## src/rtl/serial_subtractor_pkg.sv

```systemverilog
// Shared definitions for the bit-serial subtractor: default operand width and
// the FSM state encoding used by the top level.
package serial_subtractor_pkg;

  localparam int DEFAULT_WIDTH = 4;

  typedef enum logic [1:0] {
    IDLE = 2'd0,
    RUN  = 2'd1,
    DONE = 2'd2
  } state_t;

endpackage

```

## src/rtl/serial_subtractor_full_subtractor.sv

```systemverilog
// Single-bit full subtractor cell: computes a - b - in_borrow for one bit
// position and produces the borrow for the next (more significant) bit.
module full_subtractor (
  input  logic a,
  input  logic b,
  input  logic in_borrow,
  output logic diff,
  output logic out_borrow
);

  assign diff       = a ^ b ^ in_borrow;
  assign out_borrow = (~a & b) | (~(a ^ b) & in_borrow);

endmodule

```

## src/rtl/serial_subtractor.sv

```systemverilog
// Bit-serial unsigned subtractor: a - b computed LSB first through one
// full_subtractor cell, framed by a ready/start/done handshake.
module serial_subtractor
  import serial_subtractor_pkg::*;
#(
  parameter int WIDTH = DEFAULT_WIDTH
) (
  input  logic             clk,
  input  logic             rst,
  input  logic             start,
  input  logic [WIDTH-1:0] a,
  input  logic [WIDTH-1:0] b,
  output logic             ready,
  output logic [WIDTH-1:0] diff,
  output logic             underflow,
  output logic             done
);

  localparam int CNT_W = $clog2(WIDTH) + 1;
  localparam logic [CNT_W-1:0] LAST_BIT = CNT_W'(WIDTH - 1);

  state_t           state;
  logic [WIDTH-1:0] a_sr;
  logic [WIDTH-1:0] b_sr;
  logic [WIDTH-1:0] res_sr;
  logic [WIDTH-1:0] res_next;
  logic [CNT_W-1:0] count;
  logic             borrow;
  logic             bit_diff;
  logic             borrow_next;

  full_subtractor u_cell (
    .a          (a_sr[0]),
    .b          (b_sr[0]),
    .in_borrow  (borrow),
    .diff       (bit_diff),
    .out_borrow (borrow_next)
  );

  // The result fills from the MSB end, so after WIDTH shifts bit 0 sits at the LSB.
  assign res_next = {bit_diff, res_sr[WIDTH-1:1]};

  // ready/done are flops updated together with state, keeping them free of any
  // combinational path from the inputs.
  always_ff @(posedge clk) begin
    if (rst) begin
      state     <= IDLE;
      a_sr      <= '0;
      b_sr      <= '0;
      res_sr    <= '0;
      count     <= '0;
      borrow    <= 1'b0;
      diff      <= '0;
      underflow <= 1'b0;
      ready     <= 1'b1;
      done      <= 1'b0;
    end else begin
      case (state)
        IDLE: begin
          if (start) begin
            a_sr   <= a;
            b_sr   <= b;
            res_sr <= '0;
            borrow <= 1'b0;
            count  <= '0;
            ready  <= 1'b0;
            state  <= RUN;
          end
        end
        RUN: begin
          a_sr   <= a_sr >> 1;
          b_sr   <= b_sr >> 1;
          res_sr <= res_next;
          borrow <= borrow_next;
          count  <= count + 1'b1;
          if (count == LAST_BIT) begin
            diff      <= res_next;
            underflow <= borrow_next;
            done      <= 1'b1;
            state     <= DONE;
          end
        end
        DONE: begin
          done  <= 1'b0;
          ready <= 1'b1;
          state <= IDLE;
        end
        default: begin
          done  <= 1'b0;
          ready <= 1'b1;
          state <= IDLE;
        end
      endcase
    end
  end

endmodule
```

## config.mk

```make
export PLATFORM = sky130hd
export DESIGN_NAME = serial_subtractor
export DESIGN_NICKNAME = d
export VERILOG_FILES = /design/src/rtl/serial_subtractor_pkg.sv /design/src/rtl/serial_subtractor_full_subtractor.sv /design/src/rtl/serial_subtractor.sv
export SDC_FILE = /design/constraint.sdc
export NUM_CORES = 1
export LEC_CHECK = 0
export BUFFER_PORTS_ARGS = -buffer_cell sky130_fd_sc_hd__buf_2
export CAP_MARGIN = 20
export CORE_UTILIZATION = 46
export DETAILED_ROUTE_END_ITERATION = 8
export PLACE_DENSITY = 0.79
export SLEW_MARGIN = 20
export SYNTH_ARGS = -nofsm -noshare
export SYNTH_HDL_FRONTEND = slang
export SYNTH_SLANG_ARGS = --single-unit
```

## constraint.sdc

```tcl
create_clock -name clk -period 2.19 [get_ports clk]
set_clock_uncertainty 0.2 [all_clocks]
set_input_delay 0.657 -clock clk [delete_from_list [all_inputs] [get_ports clk]]
set_output_delay 0.657 -clock clk [all_outputs]
set_load 0.03 [all_outputs]
```

Word-level counts from Yosys, hierarchy flattened
Cells that the tools add are included.
- bits in registers: 25
- memory bits (read-only): 0
- bits of input ports: 11
- output and inout bits: 7
- latch bits: 0
- memories kept: 0
- word-level logic and storage cells: 47
- memory bits (writable): 0
- bitwise operators: 9
- reduce and logical (&&, ||, !) cells: 7
- multiply operators: 0
- divide/modulo/power cells: 0
- equality and inequality tests: 4
- $add $sub $neg: 1
- $lt $le $gt $ge: 0
- shift operators: 0
- multiplexer cells: 16
- operators with widths (kind ; number):
    $pmux 4 s2 ; 3
    $mux 4 ; 3
    $reduce_and 2->1 ; 5
    $pmux 1 s2 ; 3
    $pmux 3 s2 ; 1
    $mux 2 ; 2
    $ne 2x2->1 const B ; 2
    $not 1->1 ; 4
    $pmux 2 s2 ; 1
    $add 3x1->3 const B ; 1
    $eq 3x2->1 const B ; 1
    $mux 3 ; 1
    $and 1x1->1 ; 2
    $eq 2x1->1 const B ; 1
    $logic_not 2->1 ; 1
    $mux 1 ; 2
    $reduce_bool 2->1 ; 1
    $xor 1x1->1 ; 2
    $or 1x1->1 ; 1

Longest topological paths before layout
Gate-level depths: netlist (run 1).
- word-level depth: 5
- gate-level depth with buffers: 6
- depth with buffers taken out: 5

By module
Synthesis (run 1) repeated with hierarchy kept, for this count alone.
- cells, all modules: 111
- area, all modules: 1027.2 um2
- by module, submodules not included (module ; cells each ; seq. area each (um2) ; area each (um2) ; times used):
    serial_subtractor ; 107 ; 480.5 ; 996.0 ; 1
    full_subtractor ; 4 ; 0.0 ; 31.3 ; 1

Worst setup path after synthesis (run 1)
Ideal clock, no wire load.
- path type: register to register
- start point: reg count[0]
- end point: reg diff[1]
- slack: 666 ps
- path buffers: 1
- clock period less this slack: 1524 ps
- arrival time: 1189 ps
- setup time: 135 ps
- data required time: 1855 ps
- stages on the path, launching flop included: 7
- path through: dfxtp_1 -> ha_1 -> ha_1 -> clkbuf_1 -> nand3b_1 -> nand2_1 -> a21oi_1
- cells in the longest elaborated chain, start to end: 2
- ends and longest elaborated chain (element ; RTL line ; RTL):
    start: declaration ; serial_subtractor.sv:27 ; logic [CNT_W-1:0] count;
    start signal: assignment ; serial_subtractor.sv:75 ; count <= count + 1'b1;
    $eq 3x2->1 ; serial_subtractor.sv:76 ; if (count == LAST_BIT) begin
    $reduce_and 2->1 (no source line) ; n/a ;
    end signal: assignment ; serial_subtractor.sv:77 ; diff <= res_next;
    end: declaration ; serial_subtractor.sv:14 ; output logic [WIDTH-1:0] diff,
Every way passes these cells.
A chain may end at the register's enable or synchronous reset.

Worst setup path in the final report (run 1)
- start point: reg ready
- end point: out ready
- RTL lines (element ; RTL line ; RTL):
    start: declaration ; serial_subtractor.sv:13 ; output logic ready,
    start signal: assignment ; serial_subtractor.sv:55 ; ready <= 1'b1;
    start signal: assignment ; serial_subtractor.sv:66 ; ready <= 1'b0;
    start signal: assignment ; serial_subtractor.sv:85 ; ready <= 1'b1;
No word-level cell between the ends.

==> flow_summary.toml, run 1 <==
[outcome]
status = "finished clean"

[job]
maxCapViolCount = 0

[route]
drc = 0
vias_per_cell = 5.200
ant_nets = 0
first_pass_iters = 4
wirelength_um = 1715
vias = 754
wl_per_cell_um = 11.83
drt-initial-drc-count = 15

[synthesis]
synth-seq-cells = 24
synth_cell_types = 27
yosys.area_share.simple_pct = 15.02
synthAdderAreaFrac_pct = 4.433
synth.area.mux_share_pct = 0
yosys.area.top_type_share_pct = 47.29
synth_top_family_by_area = "compound AO/OA/AOI/OAI gates"
synth_ff_type = "dfxtp_1"
syn_area_per_cell_um2 = 9.769
synth_area_leader_cell = "dfxtp_1"
synthXorXnorAreaFrac_pct = 0
synth_area_leaders = "dfxtp_1 (47%), o221a_2 (6.7%), a21oi_1 (6.4%), nor2_1 (4.8%), a22oi_1 (4.4%)"
synth_area_um2 = 1016
ys_seq_area_share_pct = 47.29
synth_cells = 104
yosysWarnings = 0
synth_commonest_cells = "dfxtp_1 (24), a21oi_1 (13), nor2_1 (13)"
synth_edf_count = 0
syn_nets = 118
post-synth-top-count-cell = "dfxtp_1"
async_flop_share_pct = 0
synth-compound-area-share_pct = 24.75

[setup_path]
path_class = "reg -> out"
cp.required_ns = 1.33
slowest_stage = "dfxtp_1"
end_kind = "output port"
cp_top_family = "flip-flops"
worstPathCellList = "buf_2"
cp_max_fo = 2
max_stage_delay_ns = 0.36
setup.worst_path.start_class = "flop"
crit_buf_inv = 1
crit_arrival_ns = 0.87

[final_layout]
final_nets = 133
fin_util_pct = 55.32
area_delta_synth_final_pct = 10.10
multi_input_area_um2 = 449.2
drive_above_1_share_pct = 28.81
antennaDiodeCount = 0
seqCellArea_um2 = 480.5
fillers = 187

[clocking]
cts_setup_buffers = 0
cts_resized = 0
clock-sinks = 24
htreeDepth = 1
cts_buffers = 3
cts_tree = "yes"
clk_latency_ns = 0.30
path_clk_slew_ns = 0.12
holdBufCountCts = 0
root_buffer = "clkbuf_4"
clockBufferDepth = 2

[global_route]
globalRouteOverflowTotal = 0
grt_pass1_wl_um = 2801
grt_pass1_vias = 658
antenna_found_initial = 0
grt_max_degree = 25
gr-usage-all-layers_pct = 15.34

[sta]
rsz0062_at_grt = "no"
period_minus_slack_ns = 1.725
finalSetupTns_ns = 0
maxSlewHeadroom_pct = 70.86
drv_slew = 0
hold_slack_ns = 0.2614
hold_viol_final = 0
setup_viol = 0
worst_slew_pin_slew_ns = 0.4365
max_freq_mhz = 579.6
fin_crit_sh_pct = 78.78

[worst_hold_path]
min_path_type = "reg -> reg"

[die]
rows = 16
io_pins = 18
start_util_pct = 50.25
fp.dieH_um = 49.00
die-width_um = 49.00
core_um2 = 2022
die_area_um2 = 2401

[place]
port-buffer-count = 17
hpwl_um = 1236
gp_congestion = 0.7437

[power_and_ir_drop]
ir_worst_vdd_v = 0.0002952
p_leak_nw = 0.4531
p_per_area_nw_per_um2 = 705.5
path summary, 6_finish.rpt:
kind | slack [ns] | startpoint | end | depth (start not counted)
setup / recovery | 0.46 | ready | ready | 1
hold / removal | 0.26 | diff[1] | diff[1] | 2
setup reg to reg | 0.58 | state[0] | underflow | 3
hold reg to reg | 0.26 | diff[1] | diff[1] | 2
sequential cells by signal, indices dropped and copies added (netlist names):
name / count
done: 1
ready: 1
a_sr: 4
state: 2
b_sr: 4
borrow: 1
count: 3
res_sr: 3
underflow: 1
diff: 4
power by group:
group | internal (W) | switching (W)
registers | 0.000456 | 0.0000152
clock network | 0.000101 | 0.000123
logic | 0.0000436 | 0.0000497
total | 0.000601 | 0.000188
area by class of cell:
class | instances | area share [%]
Sequential cell | 24 | 42.95
Multi-Input combinational cell | 64 | 40.16
Timing Repair Buffer | 17 | 7.606
Clock buffer | 4 | 3.244
Inverter | 9 | 3.020
Tap cell | 27 | 3.020
cells in the final DEF, fill, tap and decap left out, types with 3 or more instances in the layout:
master    Yosys  routed
nor2_1       13      13
inv_1         9       9
o221a_2       6       6
clkbuf_4      0       3
dfxtp_1      24      24
nand2_1       4       4
buf_2         0      17
nand3_1       4       4
a22oi_1       6       6
a21oi_1      13      13
kinds of logic after synthesis:
group	Yosys count
AND/OR/NAND/NOR	29
adder cells (fa/ha/maj)	3
buffers and inverters	16
AO/OA/AOI/OAI	32
flip-flops	24
per-layer routing:
metal  routed length [um]  global-route usage, %  vias up  share of wire (%)
met5                    0                      0        -                  0
li1                     -                      -      395                  -
met2                  718                  23.38        8                 42
met1                  929                  20.47      347                 54
met3                   37                  2.804        4                2.2
met4                   29                  8.333        0                1.7
metrics by stage:
step	total power [W]	setup WS (ns)	instances	cell area, um2
3_5_place_dp	0.0005753	0.4902	141	1082
6_report	0.0007891	0.4647	145	1119
2_1_floorplan	0.0005554	0.6660	104	1016
3_3_place_gp	0.0005719	0.5150	141	1082
5_1_grt	0.0008292	0.4242	145	1119
4_1_cts	0.0007987	0.4495	145	1119
worst min-delay path, cell delays in order, from the launching register on:
cell and delay, ns:
dfxtp_1 0.33, nand2_1 0.05, a21oi_1 0.05
No activity file was read; power rests on OpenSTA's default activity.
==> run 2, diff against run 1 <==
Settings changed: PLACE_DENSITY 0.79 to 0.81.
Clock period 2.19 ns to 1.5 ns, I/O delays scaled along.
==> flow_summary.toml, run 2 (synthesized netlist as in run 1, its figures left out) <==
[setup_path]
max_stage_delay_ns = 0.57
slowest_stage = "fa_1"
reg2reg_depth = 4
cp_max_fo = 2
cp.required_ns = 1.55
setup.worst_path.start_class = "flop"
crit_arrival_ns = 1.53
path_class = "reg -> reg"
end_kind = "flop"
worstPathCellList = "inv_1 > fa_1 > nand3_1 > a21oi_1"

[clocking]
root_buffer = "clkbuf_4"
clock-sinks = 24
htreeDepth = 1
holdBufCountCts = 0
cts_tree = "yes"
clk_latency_ns = 0.31
cts_buffers = 3
path_clk_slew_ns = 0.12
clockBufferDepth = 2

[die]
core_um2 = 2022
fp.dieH_um = 49.00
start_util_pct = 50.25
io_pins = 18
die-width_um = 49.00
die_area_um2 = 2401
rows = 16

[route]
drt-initial-drc-count = 23
wl_per_cell_um = 14.06
vias_per_cell = 5.526
first_pass_iters = 4
routed-wl-met2_um = 1046
drc = 0
ant_nets = 0
wirelength_um = 2137
maxUsedRoutingLayer = "met4"
vias = 840
wl_met1_um = 910
wl_met3_um = 72

[place]
dpl-instance-area_um2 = 1105
port-buffer-count = 17
gp_congestion = 0.7701
hpwl_um = 1454

[sta]
finalSetupTns_ns = 0
maxSlewHeadroom_pct = 76.34
fin_crit_sh_pct = 98.55
setup_viol = 0
drv_slew = 0
hold_viol_final = 0
hold_slack_ns = 0.1704
max_freq_mhz = 676.5
worst_slew_pin_slew_ns = 0.3541
rsz0062_at_grt = "yes"
period_minus_slack_ns = 1.478

[global_route]
grt_pass1_vias = 801
globalRouteOverflowTotal = 0
gr-usage-all-layers_pct = 20.44
grt_max_degree = 14
grt_pass1_wl_um = 3567
antenna_found_initial = 0

[power_and_ir_drop]
p_comb_share_pct = 14.7
internal_power_w = 0.0008441
pwr-share-clk_pct = 24.2
seq_power_share_pct = 61.1
p_per_area_nw_per_um2 = 919.4
ir_worst_vdd_v = 0.0004908
p_sw_w = 0.0002844
netSwitchingFraction_pct = 25.20
p_leak_nw = 0.4926

[final_layout]
reg_top3 = "a_sr x4, b_sr x4, diff x4"
finalInstanceArea_um2 = 1227
drive_above_1_share_pct = 44.00
final_nets = 141
final_cell_mix = "nor2_1 (13), dfxtp_1 (13), a21oi_1 (12), buf_4 (12), dfxtp_2 (11)"
antennaDiodeCount = 0
area_delta_synth_final_pct = 20.81

[outcome]
status = "finished clean"

[worst_hold_path]
min_path_type = "in -> reg"
min_path_cells = 3

[job]
maxCapViolCount = 0
run 2: cell count changes in the layout (fill, tap and decap cells not counted), moves of 2 or more:
| cell | before | now |
|---|---|---|
| ha_1 | 2 | 0 |
| dfxtp_2 | 0 | 11 |
| buf_6 | 0 | 3 |
| dfxtp_1 | 24 | 13 |
| buf_4 | 0 | 12 |
| buf_2 | 17 | 10 |
run 2: through the flow:
step	setup WS [ns]	cells	util, %	power (W)
2_1_floorplan	0.02317	104	-	0.0008110
6_report	0.02176	152	60.71	0.001129
4_1_cts	0.001827	150	58.23	0.001130
3_3_place_gp	0.03455	144	54.64	0.0008411
3_5_place_dp	-0.04245	144	54.64	0.0008493
5_1_grt	-0.01857	152	60.71	0.001189
run 2: path summary, 6_finish.rpt:
check	slack, ns	from	to
worst max-delay path	0.02	b_sr[0]	diff[3]
worst min-delay path	0.17	b[3]	b_sr[3]
worst max register to register	0.02	b_sr[0]	diff[3]
worst min register to register	0.27	diff[3]	diff[3]
run 2: area by class of cell:
class	count	area, um2
Multi-Input combinational cell	64	469.2
Clock buffer	3	22.52
Sequential cell	24	494.2
Tap cell	27	33.78
Inverter	9	33.78
Timing Repair Buffer	25	173.9
Fill cell	170	794.5
run 2: critical path, delay by kind of cell (launching register included):
kind | cells | cell delay (ns)
AOI/OAI and AO/OA | 1 | 0.14
adders and majority gates | 1 | 0.57
buffers and inverters | 1 | 0.05
DFF | 1 | 0.35
and+or+nand+nor | 1 | 0.10
run 2: power by group through the flow:
stage / clock network, W / logic [W] / registers, W
after floorplan: 0 / 0.000112 / 0.000699
after global placement: 0 / 0.000141 / 0.000700
after detailed placement: 0 / 0.000147 / 0.000702
after CTS: 0.000284 / 0.000158 / 0.000688
after global routing: 0.000312 / 0.000184 / 0.000694
final: 0.000273 / 0.000166 / 0.000689
run 2: per-layer routing:
| metal | up-vias | global-route usage, % |
|---|---|---|
| li1 | 410 | - |
| met1 | 399 | 23.39 |
| met2 | 22 | 32.87 |
| met3 | 9 | 4.050 |
| met4 | 0 | 16.67 |
| met5 | - | 0 |
run 2: what timing repair did:
| action | CTS | global route |
|---|---|---|
| buffers inserted | 3 | 2 |
| endpoints found under the setup margin | 10 | 23 |
| gates resized for setup | 12 | 14 |
| pin swaps | 0 | 2 |
